File: config.mk
export PLATFORM = sky130hd
export DESIGN_NAME = remain_7seg_driver
export DESIGN_NICKNAME = d
export VERILOG_FILES = /design/src/rtl/seg7_pkg.sv /design/src/rtl/seg7_decode.sv /design/src/rtl/remain_7seg_driver.sv
export SDC_FILE = /design/constraint.sdc
export NUM_CORES = 1
export LEC_CHECK = 0
export ABC_AREA = 0
export CAP_MARGIN = 5
export CORE_MARGIN = 1.5
export CORE_UTILIZATION = 45
export DETAILED_ROUTE_END_ITERATION = 8
export PLACE_DENSITY = 0.64
export SLEW_MARGIN = 5
export SYNTH_ARGS = -nofsm -noshare
export SYNTH_HDL_FRONTEND = slang
export SYNTH_SLANG_ARGS = --single-unit
File: constraint.sdc
create_clock -name clk -period 2.31 [get_ports clk]
set_input_delay 0.462 -clock clk [delete_from_list [all_inputs] [get_ports clk]]
set_output_delay 0.462 -clock clk [all_outputs]
set_load 0.005 [all_outputs]
File: src/rtl/seg7_pkg.sv
// Shared types and constants for the remainder display driver:
// converter state encoding, active-high segment patterns and the divide step.
package seg7_pkg;

    typedef enum logic {
        IDLE = 1'b0,
        CONV = 1'b1
    } state_t;

    // Segment order is {g,f,e,d,c,b,a}, active-high.
    localparam logic [6:0] SEG_DIGIT [0:9] = '{
        7'h3F, 7'h06, 7'h5B, 7'h4F, 7'h66,
        7'h6D, 7'h7D, 7'h07, 7'h7F, 7'h6F
    };
    localparam logic [6:0] SEG_DASH  = 7'h40;
    localparam logic [6:0] SEG_BLANK = 7'h00;

    localparam int DIV10_STEP = 10;

endpackage

File: src/rtl/seg7_decode.sv
// Combinational digit-to-segment decoder with dash and blank overrides.
// Output is active-high; polarity is applied by the caller.
module seg7_decode
    import seg7_pkg::*;
(
    input  logic [3:0] digit,
    input  logic       blank,
    input  logic       dash,
    output logic [6:0] seg
);

    always_comb begin
        seg = SEG_BLANK;
        if (dash) begin
            seg = SEG_DASH;
        end else if (blank) begin
            seg = SEG_BLANK;
        end else if (digit < 4'd10) begin
            seg = SEG_DIGIT[digit];
        end
    end

endmodule

File: src/rtl/remain_7seg_driver.sv
// Captures a mod-100 remainder, splits it into tens/ones by repeated
// subtraction, and scans the two digits onto a multiplexed 7-segment display.
module remain_7seg_driver
    import seg7_pkg::*;
#(
    parameter int REFRESH_DIV    = 50000,
    parameter bit SEG_ACTIVE_LOW = 1'b1,
    parameter bit BLANK_LEADING  = 1'b1
) (
    input  logic       clk,
    input  logic       rst,
    input  logic       valid_in,
    input  logic [6:0] value_in,
    output logic       busy,
    output logic       err,
    output logic [6:0] seg,
    output logic [1:0] an
);

    localparam int         CNT_W    = (REFRESH_DIV > 1) ? $clog2(REFRESH_DIV) : 1;
    localparam logic [6:0] STEP     = 7'(DIV10_STEP);
    localparam logic [6:0] MAX_VAL  = 7'd99;
    localparam logic [6:0] SEG_RST  = SEG_ACTIVE_LOW ? ~SEG_DIGIT[0] : SEG_DIGIT[0];
    localparam logic [1:0] AN_RST   = SEG_ACTIVE_LOW ? 2'b10 : 2'b01;

    state_t     state_q, state_d;
    logic [6:0] acc_q, acc_d;
    logic [3:0] tens_q, tens_d;
    logic [3:0] disp_tens_q, disp_tens_d;
    logic [3:0] disp_ones_q, disp_ones_d;
    logic       err_q, err_d;
    logic [CNT_W-1:0] cnt_q, cnt_d;
    logic       sel_q, sel_d;
    logic [6:0] seg_q, seg_d;
    logic [1:0] an_q, an_d;

    logic [3:0] mux_digit;
    logic       mux_blank;
    logic [6:0] seg_raw;

    always_ff @(posedge clk or posedge rst) begin
        if (rst) begin
            state_q     <= IDLE;
            acc_q       <= '0;
            tens_q      <= '0;
            disp_tens_q <= '0;
            disp_ones_q <= '0;
            err_q       <= 1'b0;
            cnt_q       <= '0;
            sel_q       <= 1'b0;
            seg_q       <= SEG_RST;
            an_q        <= AN_RST;
        end else begin
            state_q     <= state_d;
            acc_q       <= acc_d;
            tens_q      <= tens_d;
            disp_tens_q <= disp_tens_d;
            disp_ones_q <= disp_ones_d;
            err_q       <= err_d;
            cnt_q       <= cnt_d;
            sel_q       <= sel_d;
            seg_q       <= seg_d;
            an_q        <= an_d;
        end
    end

    always_comb begin
        state_d = state_q;
        case (state_q)
            IDLE:    if (valid_in && (value_in <= MAX_VAL)) state_d = CONV;
            CONV:    if (acc_q < STEP) state_d = IDLE;
            default: state_d = IDLE;
        endcase
    end

    always_comb begin
        busy = (state_q == CONV);
    end

    // Conversion datapath; display digits only move on the committing edge.
    always_comb begin
        acc_d       = acc_q;
        tens_d      = tens_q;
        disp_tens_d = disp_tens_q;
        disp_ones_d = disp_ones_q;
        err_d       = err_q;
        if (state_q == IDLE) begin
            if (valid_in) begin
                if (value_in <= MAX_VAL) begin
                    acc_d  = value_in;
                    tens_d = '0;
                    err_d  = 1'b0;
                end else begin
                    err_d = 1'b1;
                end
            end
        end else begin
            if (acc_q >= STEP) begin
                acc_d  = acc_q - STEP;
                tens_d = tens_q + 4'd1;
            end else begin
                disp_tens_d = tens_q;
                disp_ones_d = acc_q[3:0];
            end
        end
    end

    always_comb begin
        cnt_d = cnt_q + CNT_W'(1);
        sel_d = sel_q;
        if (cnt_q == CNT_W'(REFRESH_DIV - 1)) begin
            cnt_d = '0;
            sel_d = ~sel_q;
        end
    end

    always_comb begin
        mux_digit = sel_q ? disp_tens_q : disp_ones_q;
        mux_blank = sel_q && BLANK_LEADING && (disp_tens_q == 4'd0);
    end

    seg7_decode u_decode (
        .digit (mux_digit),
        .blank (mux_blank),
        .dash  (err_q),
        .seg   (seg_raw)
    );

    // seg and an register together so both switch on the same edge.
    always_comb begin
        seg_d = SEG_ACTIVE_LOW ? ~seg_raw : seg_raw;
        an_d  = sel_q ? 2'b10 : 2'b01;
        if (SEG_ACTIVE_LOW) an_d = ~an_d;
    end

    assign err = err_q;
    assign seg = seg_q;
    assign an  = an_q;

endmodule
==> results of run 1 <==
[flip-flops by register name (all words and copies together), names as in the netlist]
signal / count
tens_q: 4
an: 2
busy: 1
disp_tens_q: 4
seg: 7
cnt_q: 16
acc_q: 7
disp_ones_q: 4
err: 1
sel_q: 1
[cells in the mapped netlist, types with 4 or more instances]
master / number / share of area
dfrtp_1: 45 / 0.48
inv_1: 13 / 0.021
nor2_1: 13 / 0.021
nand2_1: 12 / 0.019
o21ai_0: 11 / 0.024
xnor2_1: 9 / 0.034
ha_1: 8 / 0.043
a21oi_1: 7 / 0.015
mux2_2: 7 / 0.034
mux2i_1: 7 / 0.030
nand3_1: 7 / 0.015
xor2_1: 7 / 0.026
nand4_1: 5 / 0.013
and2_1: 4 / 0.011
[kinds of logic after synthesis]
family | Yosys count | share of synthesized area
AND/OR/NAND/NOR | 64 | 0.159
adder cells (fa/ha/maj) | 8 | 0.0430
XOR/XNOR | 16 | 0.0602
flip-flops | 47 | 0.506
AO/OA/AOI/OAI | 40 | 0.115
multiplexers | 18 | 0.0843
buffers and inverters | 18 | 0.0328
[layer usage]
layer  part of all wire  global-route usage
met5                  0                   0
met4              0.015              0.0606
met3              0.032              0.0361
met2               0.46               0.272
met1               0.49               0.232
[stage by stage]
step	power [mW]	instances	hold WS [ns]	area, um^2	util
after floorplan	2.16	211	0.349	2330	-
after global placement	2.60	306	0.475	2680	0.531
after detailed placement	2.63	306	0.478	2680	0.531
after CTS	3.23	314	0.489	2790	0.553
after global routing	3.48	314	0.523	2790	0.553
final	3.20	314	0.486	2790	0.553
[how the worst max path moves through the flow]
stage / from / end / slack [ns] / cells after the start
2_1_floorplan: acc_q[4]$_DFFE_PP0P_ / disp_ones_q[3]$_DFFE_PP0P_ / 0.43 / 4
3_3_place_gp: value_in[4] / acc_q[2]$_DFFE_PP0P_ / 0.19 / 6
3_5_place_dp: value_in[4] / acc_q[2]$_DFFE_PP0P_ / 0.19 / 6
4_1_cts: acc_q[4]$_DFFE_PP0P_ / acc_q[2]$_DFFE_PP0P_ / 0.29 / 4
5_1_grt: acc_q[1]$_DFFE_PP0P_ / tens_q[2]$_DFFE_PP0P_ / 0.17 / 6
6_report: acc_q[4]$_DFFE_PP0P_ / acc_q[2]$_DFFE_PP0P_ / 0.32 / 4
[power by group]
| group | internal (mW) | total [mW] | switching (mW) | leakage (nW) |
|---|---|---|---|---|
| sequential | 1.09 | 1.27 | 0.186 | 0.581 |
| clock | 0.322 | 0.598 | 0.276 | 0.0581 |
| combinational | 0.725 | 1.33 | 0.608 | 0.590 |
[cell type report]
class,count,area (um^2),share of cell area
flip-flops and latches,47,1180,0.422
multi-input cells,146,1070,0.385
repair buffers,30,288,0.103
well taps,70,87.6,0.0314
clock buffers,5,68.8,0.0247
inverters,13,48.8,0.0175
clock inverters,3,43.8,0.0157
[worst max-delay path, delay by kind of cell (launching register included)]
family	cells	cell delay, ns
AOI/OAI and AO/OA	1	0.16
and+or+nand+nor	3	1.31
DFF	1	0.41
==> impl_metrics.toml, run 1 <==
[worst_setup_path]
r2r-end = "acc_q[2]$_DFFE_PP0P_"
slowest_delay_ns = 0.55
worstSetupPathType = "flip-flop to flip-flop"
ff2ff_path_depth = 4
cp.required_ns = 2.51
reg2reg_slack_ns = 0.32
cp.arrival_ns = 2.19
end_kind = "flip-flop"
crit_chain = "or4b_4 > nor3_4 > or2_2 > o2bb2a_4"
r2r-start = "acc_q[4]$_DFFE_PP0P_"
path_max_fanout = 13
cp-start-kind = "flip-flop"
cpMaxStageDelayCell = "or4b_4"

[drt]
wl_per_cell_um = 13.3
antenna_left = 0
first_pass_iters = 4
vias_per_cell = 5.11
wirelength_um = 4190
num_vias = 1604
drt_iter0_markers = 64
drc = 0

[place]
hpwl_um = 2960
dp_slack_ns = 0.189
gp_congestion = 0.806
port_buffers = 20

[global_routing]
grt_pass1_vias = 1597
grt_max_degree = 48
grt_overflow = 0
antenna_found_initial = 0
globalRouteTotalUtil = 0.171
grt_first_pass_wirelength_um = 7260

[logic_synthesis]
synthArstFlopShare = 1.00
synth_area_per_cell_um2 = 11.0
syn_inst = 211
yosysUniqueCellTypes = 47
synth_fp_nets = 229
syn_area_mm2 = 0.00233
ys_ff_latch = 47
synth_flop_cell = "dfrtp_1"
synth_edf_count = 0
ys_seq_area_frac = 0.506
yosysWarningCount = 0

[floorplanning]
core.rowCount = 26
die_area_mm2 = 0.00562
fp.coreArea_mm2 = 0.00504
start_util = 0.462
die_w_um = 75.0
io_pins = 21
die_y_um = 75.0

[sta]
report.final.slew_viol_count = 0
fin_tns_setup_ns = 0
fmax_ghz = 0.503
rsz0062_at_grt = "no"
finalSetupViolCount = 0
layout_min_cycle_time_ns = 1.99
post-route-period-util = 0.860
finalHoldViolCount = 0
relSlewSlack = 0.630
skew_ns = 0.0158
max_slew.worst_pin.slew_ns = 0.554
setup_slack_ns = 0.324

[clock_tree]
cts_tree = "done"
cts.sinks = 47
root_buffer = "clkbuf_8"
clock_latency_ns = 0.30
clock_path_buffers = 2
post_cts_buffers = 0
htree_levels = 2
ctsResizeCount = 0
hold_buffers = 0
cts.clk_slew.worst_paths_ns = 0.09
cts_made_buffers = 5

[flow_run]
max_cap_viol_count = 0

[min_path]
hold_start = "cnt_q[0]$_DFF_PP0_"
hold-path-endpoint = "cnt_q[0]$_DFF_PP0_"
hold_class = "flip-flop to flip-flop"
min_path_cells = 1

[layout]
n_antenna_cell = 0
drive_above_1_share = 0.143
layout.nets = 261
final_cell_mix = "dfrtp_1, clkdlybuf4s50_1, nor2_1"
final_common_cell = "dfrtp_1"
num-fill-cells = 464
area_growth_pct = 19.8

[power_and_ir_drop]
ir_drop_mv = 0.662
leakage_nw = 1.23
p_per_area_mw_per_mm2 = 1150

[run_status]
status = "completed"
No activity file was read; power rests on OpenSTA's default activity.
==> inputs of run 2 (changes only) <==
--- a/config.mk
+++ b/config.mk
@@ -7,10 +7,12 @@
 export LEC_CHECK = 0
 export ABC_AREA = 0
 export CAP_MARGIN = 5
-export CORE_MARGIN = 1.5
+export CORE_ASPECT_RATIO = 0.9
+export CORE_MARGIN = 2
 export CORE_UTILIZATION = 45
 export DETAILED_ROUTE_END_ITERATION = 8
-export PLACE_DENSITY = 0.64
+export DONT_BUFFER_PORTS = 1
+export PLACE_DENSITY = 0.59
 export SLEW_MARGIN = 5
 export SYNTH_ARGS = -nofsm -noshare
 export SYNTH_HDL_FRONTEND = slang
==> run 2 against run 1 <==
Net effect: sequential cell count is the same; first-iteration DRC count grew 36%; die area grew 2.7%; sequential share of layout area grew 4.4 points; non-clock buffer count shrank 23; total power shrank 8.7%; sequential power grew 3%; count of clock-buffer cells in the layout grew 2; critical path depth is the same; core utilization shrank 4.0 points; highest routed layer unchanged.
==> impl_metrics.toml, run 2 (same netlist as run 1, synthesis figures left out) <==
[run_status]
status = "completed"

[global_routing]
globalRouteTotalUtil = 0.164
grt_max_degree = 23
grt_first_pass_wirelength_um = 7290
antenna_found_initial = 0
grt_pass1_vias = 1545
grt_overflow = 0

[clock_tree]
ctsResizeCount = 0
cts_made_buffers = 5
htree_levels = 2
clock_latency_ns = 0.30
cts.clk_slew.worst_paths_ns = 0.09
cts_tree = "done"
post_cts_buffers = 0
hold_buffers = 0
clock_path_buffers = 2
root_buffer = "clkbuf_8"
cts.sinks = 47

[drt]
drt_iter0_markers = 87
wirelength_um = 4280
first_pass_iters = 4
wl_per_cell_um = 15.0
vias_per_cell = 5.62
antenna_left = 0
num_vias = 1607
drc = 0

[worst_setup_path]
cp.arrival_ns = 2.19
cp.required_ns = 2.50
worstSetupPathType = "flip-flop to flip-flop"
r2r-start = "acc_q[4]$_DFFE_PP0P_"
path_max_fanout = 13
end_kind = "flip-flop"
reg2reg_slack_ns = 0.31
crit_chain = "or4b_4 > nor3_4 > or2_2 > o2bb2a_4"
cpMaxStageDelayCell = "or4b_4"
r2r-end = "acc_q[2]$_DFFE_PP0P_"
ff2ff_path_depth = 4
slowest_delay_ns = 0.57
cp-start-kind = "flip-flop"

[floorplanning]
fp.coreArea_mm2 = 0.00492
io_pins = 21
die_w_um = 79.8
start_util = 0.473
core.rowCount = 24
die_area_mm2 = 0.00577
die_y_um = 72.3

[flow_run]
max_cap_viol_count = 0

[sta]
finalHoldViolCount = 0
finalSetupViolCount = 0
fmax_ghz = 0.499
relSlewSlack = 0.501
fin_tns_setup_ns = 0
max_slew.worst_pin.slew_ns = 0.744
report.final.slew_viol_count = 0
layout_min_cycle_time_ns = 2.00
rsz0062_at_grt = "no"
skew_ns = 0.00646
post-route-period-util = 0.867

[layout]
layout.nets = 238
n_antenna_cell = 0
top_register = "cnt_q"
final_common_cell = "dfrtp_1"
area_growth_pct = 8.49
drive_above_1_share = 0.136
largest_reg_flops = 16
final_cell_mix = "dfrtp_1, nor2_1, nand2_1, inv_1, o21ai_0"

[place]
gp_congestion = 0.790
hpwl_um = 3210
port_buffers = 0

[power_and_ir_drop]
finalPower_mw = 2.92
p_per_area_mw_per_mm2 = 1160
ir_drop_mv = 0.559
leakage_nw = 1.12

[min_path]
hold_class = "primary input to async pin"
## run 2: worst max path at each step
| stage | cells after the start | endpoint | slack (ns) | start |
|---|---|---|---|---|
| after floorplan | 4 | disp_ones_q[3]$_DFFE_PP0P_ | 0.43 | acc_q[4]$_DFFE_PP0P_ |
| after global placement | 4 | acc_q[2]$_DFFE_PP0P_ | 0.37 | acc_q[4]$_DFFE_PP0P_ |
| after detailed placement | 4 | acc_q[2]$_DFFE_PP0P_ | 0.29 | acc_q[4]$_DFFE_PP0P_ |
| after CTS | 4 | acc_q[2]$_DFFE_PP0P_ | 0.27 | acc_q[4]$_DFFE_PP0P_ |
| after global routing | 6 | tens_q[3]$_DFFE_PP0P_ | 0.16 | acc_q[1]$_DFFE_PP0P_ |
| final | 4 | acc_q[2]$_DFFE_PP0P_ | 0.31 | acc_q[4]$_DFFE_PP0P_ |
## run 2: worst max-delay path, delay by kind of cell, from the launching register on
kind	cells	cell delay [ns]
and+or+nand+nor	3	1.31
DFF	1	0.44
AOI/OAI and AO/OA	1	0.16
## run 2: through the flow
| stage | std cells | hold WS, ns | worst slack [ns] | util | cell area [um^2] |
|---|---|---|---|---|---|
| floorplan | 211 | 0.349 | 0.427 | - | 2330 |
| global placement | 278 | 0.407 | 0.371 | 0.495 | 2440 |
| detailed placement | 278 | 0.430 | 0.287 | 0.495 | 2440 |
| CTS | 286 | 0.105 | 0.272 | 0.513 | 2530 |
| global route | 286 | 0.125 | 0.162 | 0.513 | 2530 |
| finish | 286 | 0.0839 | 0.306 | 0.513 | 2530 |
## run 2: per-layer routing
layer | global-route usage | part of all wire | vias to the layer above
li1 | - | - | 771
met1 | 0.226 | 0.49 | 787
met2 | 0.245 | 0.44 | 42
met3 | 0.0547 | 0.059 | 7
met4 | 0.0584 | 0.014 | 0
met5 | 0 | 0 | -
## run 2: power by group
| part | switching, mW | internal, mW |
|---|---|---|
| Sequential | 0.221 | 1.09 |
| Clock | 0.260 | 0.242 |
| Combinational | 0.566 | 0.548 |
| Total | 1.05 | 1.88 |
## run 2: layout make-up
type	count	area (um^2)
Multi-Input combinational cell	146	1070
Clock inverter	1	5.00
Inverter	13	48.8
Sequential cell	47	1180
Timing Repair Buffer	7	52.6
Tap cell	65	81.3
Fill cell	454	2400
Clock buffer	7	86.3
==> inputs of run 3 (changes only) <==
--- a/config.mk
+++ b/config.mk
@@ -8,7 +8,6 @@
 export ABC_AREA = 0
 export CAP_MARGIN = 5
 export CORE_ASPECT_RATIO = 0.9
-export CORE_MARGIN = 2
 export CORE_UTILIZATION = 45
 export DETAILED_ROUTE_END_ITERATION = 8
 export DONT_BUFFER_PORTS = 1
==> run 3 against run 2 <==
Net effect: combinational power about the same; largest power group unchanged; largest cell class unchanged; critical endpoint unchanged; die area is 5.2% lower; register-to-register slack worse by 0.02 ns; wire length is 0.63% lower; critical path type unchanged; maximum frequency down 1.1%; highest routed layer unchanged.
==> impl_metrics.toml, run 3 (same netlist as run 1, synthesis figures left out) <==
[run_status]
status = "completed"

[place]
dp_slack_ns = 0.294
gp_congestion = 0.800
port_buffers = 0
dp_cells = 277
hpwl_um = 3120
placed_area_mm2 = 0.00243

[layout]
layout.nets = 237
instances_no_fill = 285
fin_util = 0.510
final_cell_mix = "dfrtp_1, nor2_1, nand2_1, inv_1, o21ai_0"
fin_area_mm2 = 0.00251
drive_above_1_share = 0.127
area_growth_pct = 7.73
n_antenna_cell = 0
top_register = "cnt_q"
final_common_cell = "dfrtp_1"
largest_reg_flops = 16

[drt]
wl_per_cell_um = 14.9
antenna_left = 0
drt_iter0_markers = 81
vias_per_cell = 5.55
wirelength_um = 4260
num_vias = 1583
first_pass_iters = 4
drc = 0

[power_and_ir_drop]
p_per_area_mw_per_mm2 = 1150
finalPower_mw = 2.89
leakage_nw = 1.11
ir_drop_mv = 0.580

[sta]
setup_slack_ns = 0.284
post-route-period-util = 0.877
final.hold.worst_slack_ns = 0.195
finalHoldViolCount = 0
fmax_ghz = 0.494
skew_ns = 0.00553
report.final.slew_viol_count = 0
layout_min_cycle_time_ns = 2.03
max_slew.worst_pin.slew_ns = 0.603
finalSetupViolCount = 0
rsz0062_at_grt = "no"
relSlewSlack = 0.596
fin_tns_setup_ns = 0

[min_path]
hold_class = "primary input to async pin"

[worst_setup_path]
r2r-end = "acc_q[2]$_DFFE_PP0P_"
ff2ff_path_depth = 4
cp_top_family = "simple AND/OR/NAND/NOR gates"
cp.required_ns = 2.50
slowest_delay_ns = 0.57
reg2reg_slack_ns = 0.28
worstSetupPathType = "flip-flop to flip-flop"
cpMaxStageDelayCell = "or4b_4"
cp-start-kind = "flip-flop"
end_kind = "flip-flop"
cp.arrival_ns = 2.21
path_buf_inv = 0
path_max_fanout = 13
crit_chain = "or4b_4 > nor3_4 > or2_2 > o2bb2a_4"
r2r-start = "acc_q[4]$_DFFE_PP0P_"

[floorplanning]
die_w_um = 77.8
die_area_mm2 = 0.00547
die_y_um = 70.3
io_pins = 21
start_util = 0.473
core.rowCount = 24
fp.coreArea_mm2 = 0.00492

[clock_tree]
root_buffer = "clkbuf_8"
clock_path_buffers = 2
post_cts_buffers = 0
cts.sinks = 47
ctsResizeCount = 0
clock_latency_ns = 0.29
cts_made_buffers = 5
htree_levels = 2
hold_buffers = 0
cts.clk_slew.worst_paths_ns = 0.08
cts_tree = "done"

[global_routing]
grt_first_pass_wirelength_um = 7290
grt_overflow = 0
antenna_found_initial = 0
grt_pass1_vias = 1533
grt_max_degree = 48
globalRouteTotalUtil = 0.172

[flow_run]
max_cap_viol_count = 0
run 3: cell count changes in the layout (fill, tap and decap cells not counted), sizes merged:
cell | previous run | this run
buf | 7 | 6
run 3: how the worst max path moves through the flow:
stage | from | end | cells past startpoint
4_1_cts | acc_q[4]$_DFFE_PP0P_ | acc_q[2]$_DFFE_PP0P_ | 4
3_3_place_gp | acc_q[4]$_DFFE_PP0P_ | acc_q[2]$_DFFE_PP0P_ | 4
2_1_floorplan | acc_q[4]$_DFFE_PP0P_ | disp_ones_q[3]$_DFFE_PP0P_ | 4
6_report | acc_q[4]$_DFFE_PP0P_ | acc_q[2]$_DFFE_PP0P_ | 4
5_1_grt | acc_q[4]$_DFFE_PP0P_ | acc_q[1]$_DFFE_PP0P_ | 5
3_5_place_dp | acc_q[4]$_DFFE_PP0P_ | acc_q[2]$_DFFE_PP0P_ | 4
run 3: cell type report:
cell class,instances,area [um^2]
Timing Repair Buffer,6,45.0
Clock buffer,7,76.3
Inverter,13,48.8
Tap cell,65,81.3
Sequential cell,47,1180
Clock inverter,1,5.00
Multi-Input combinational cell,146,1070
Fill cell,452,2410
run 3: report_power, final:
| part | internal [mW] | switching, mW | total, mW |
|---|---|---|---|
| Sequential | 1.09 | 0.221 | 1.31 |
| Clock | 0.213 | 0.250 | 0.463 |
| Combinational | 0.545 | 0.572 | 1.12 |
run 3: per-layer routing:
layer,up-vias,GRT usage,share of wire
met1,778,0.245,0.49
met3,6,0.0444,0.041
met2,31,0.257,0.45
met4,0,0.0503,0.012
met5,-,0,0
li1,768,-,-
==> RTL change, RTL diff (config.mk and constraints of run 3) <==
Set the parameter `REFRESH_DIV` to 25000 (it was 50000).
--- a/src/rtl/remain_7seg_driver.sv
+++ b/src/rtl/remain_7seg_driver.sv
@@ -3,7 +3,7 @@
 module remain_7seg_driver
     import seg7_pkg::*;
 #(
-    parameter int REFRESH_DIV    = 50000,
+    parameter int REFRESH_DIV    = 25000,
     parameter bit SEG_ACTIVE_LOW = 1'b1,
     parameter bit BLANK_LEADING  = 1'b1
 ) (
Function: no difference found for any inputs over 10 cycles, from zero or initial values and one cycle with rst high; that may be too few to reach the edited logic, so the function may still have changed.
==> RTL change against run 3 <==
- final area increased by 0.15%
- power rose by 1.2%
- sequential share of layout area is 1.1 points lower
- count of clock-buffer cells in the layout fell by 1
- sequential power down 5%
- routed wire length fell by 5.7%
- area after synthesis is 0.32% lower
- die area decreased by 0.32%
- worst setup slack improved by 0.12 ns
- sequential cell count decreased by 1
- utilization grew 0.39 points
- non-clock buffer count is 1 lower
- critical endpoint is now tens_q[3]
- largest power group unchanged
==> RTL change: results <==
[final_layout]
drive_gt1_frac = 0.132
largest_reg_flops = 15
fin_nets = 245
diodes = 0
num-fill-cells = 450

[drt]
topRoutingLayerUsed = "met4"
drtIter0Drc = 73
via_per_inst = 5.41
route.met2.wl_um = 1870
wl_met3_um = 156
drt_wl_total_um = 4010
m1WireLength_um = 1920

[synthesis]
synth_seq_area_share = 0.497
synthDistinctLibCells = 48
synth_common_cells = "dfrtp_1 (44), nand2_1 (32), nor2_1 (16)"
synthTopCellsByArea = "dfrtp_1 (47%), nand2_1 (5.2%), ha_1 (4.3%), xnor2_1 (4.1%), mux2i_1 (3.4%)"
syn_nets = 238

[grt]
grt_util_met3 = 0.0471
grtUsageMet2 = 0.265
grt_pass1_vias = 1606
grt_max_degree = 39
grt_first_pass_wirelength_um = 7180
met1_usage = 0.217
grt_usage = 0.171

[run_status]
outcome = "finished, final reports clean"

[worst_setup_path]
r2r_setup_slack_ns = 0.40
critPathLaunch = "acc_q[4]"

[sta]
slew_headroom = 0.574
clock_skew_ns = 0.0142

[clocking]
cts_hold_buf = 1
clk_pin_slew_ns = 0.08

[placement]
hpwl_um = 2990
gp_congestion = 0.819

[pwr]
max-vdd-ir-drop_mv = 0.528
p_leak_nw = 1.13
-- RTL change: final cells by class --
class | count | area share
flip-flops and latches | 46 | 0.459
multi-input cells | 157 | 0.430
clock buffers | 6 | 0.0329
well taps | 65 | 0.0324
inverters | 12 | 0.0179
repair buffers | 5 | 0.0159
clock inverters | 1 | 0.0119
-- RTL change: final timing paths --
kind | end | cells after the start
setup reg to reg | tens_q[3] | 5
max in group asynchronous | an[1] | 3
hold reg to reg | cnt_q[0] | 1
min in group asynchronous | an[0] | 2
hold / removal | acc_q[0] | 1
setup / recovery | tens_q[3] | 5
-- RTL change: logic make-up after synthesis --
family	after synthesis	synth area share
AO/OA/AOI/OAI	36	0.115
XOR/XNOR	16	0.0603
adder cells (fa/ha/maj)	8	0.0431
buffers and inverters	17	0.0377
flip-flops	46	0.497
multiplexers	11	0.0501
AND/OR/NAND/NOR	86	0.197
-- RTL change: where the power goes --
group	internal, W	total, W	switching, W
Clock	0.000346	0.000598	0.000252
Combinational	0.000484	0.00107	0.000589
Sequential	0.00106	0.00125	0.000192
Total	0.00189	0.00292	0.00103
-- RTL change: through the flow --
stage               cells  area (um^2)  hold WS (ns)  setup slack, ns
finish                292         2510         0.295            0.402
global route          292         2510         0.293            0.251
CTS                   292         2510         0.286            0.397
detailed placement    284         2390         0.264            0.418
global placement      284         2390         0.260            0.474
floorplan             220         2320         0.352            0.561
-- RTL change: worst reg2reg max path, delay by kind of cell, from the launching register on --
kind / cells / cell delay (ns)
AND/OR/NAND/NOR: 2 / 0.94
AO/OA/AOI/OAI: 2 / 0.23
buffers and inverters: 1 / 0.23
flip-flops: 1 / 0.45
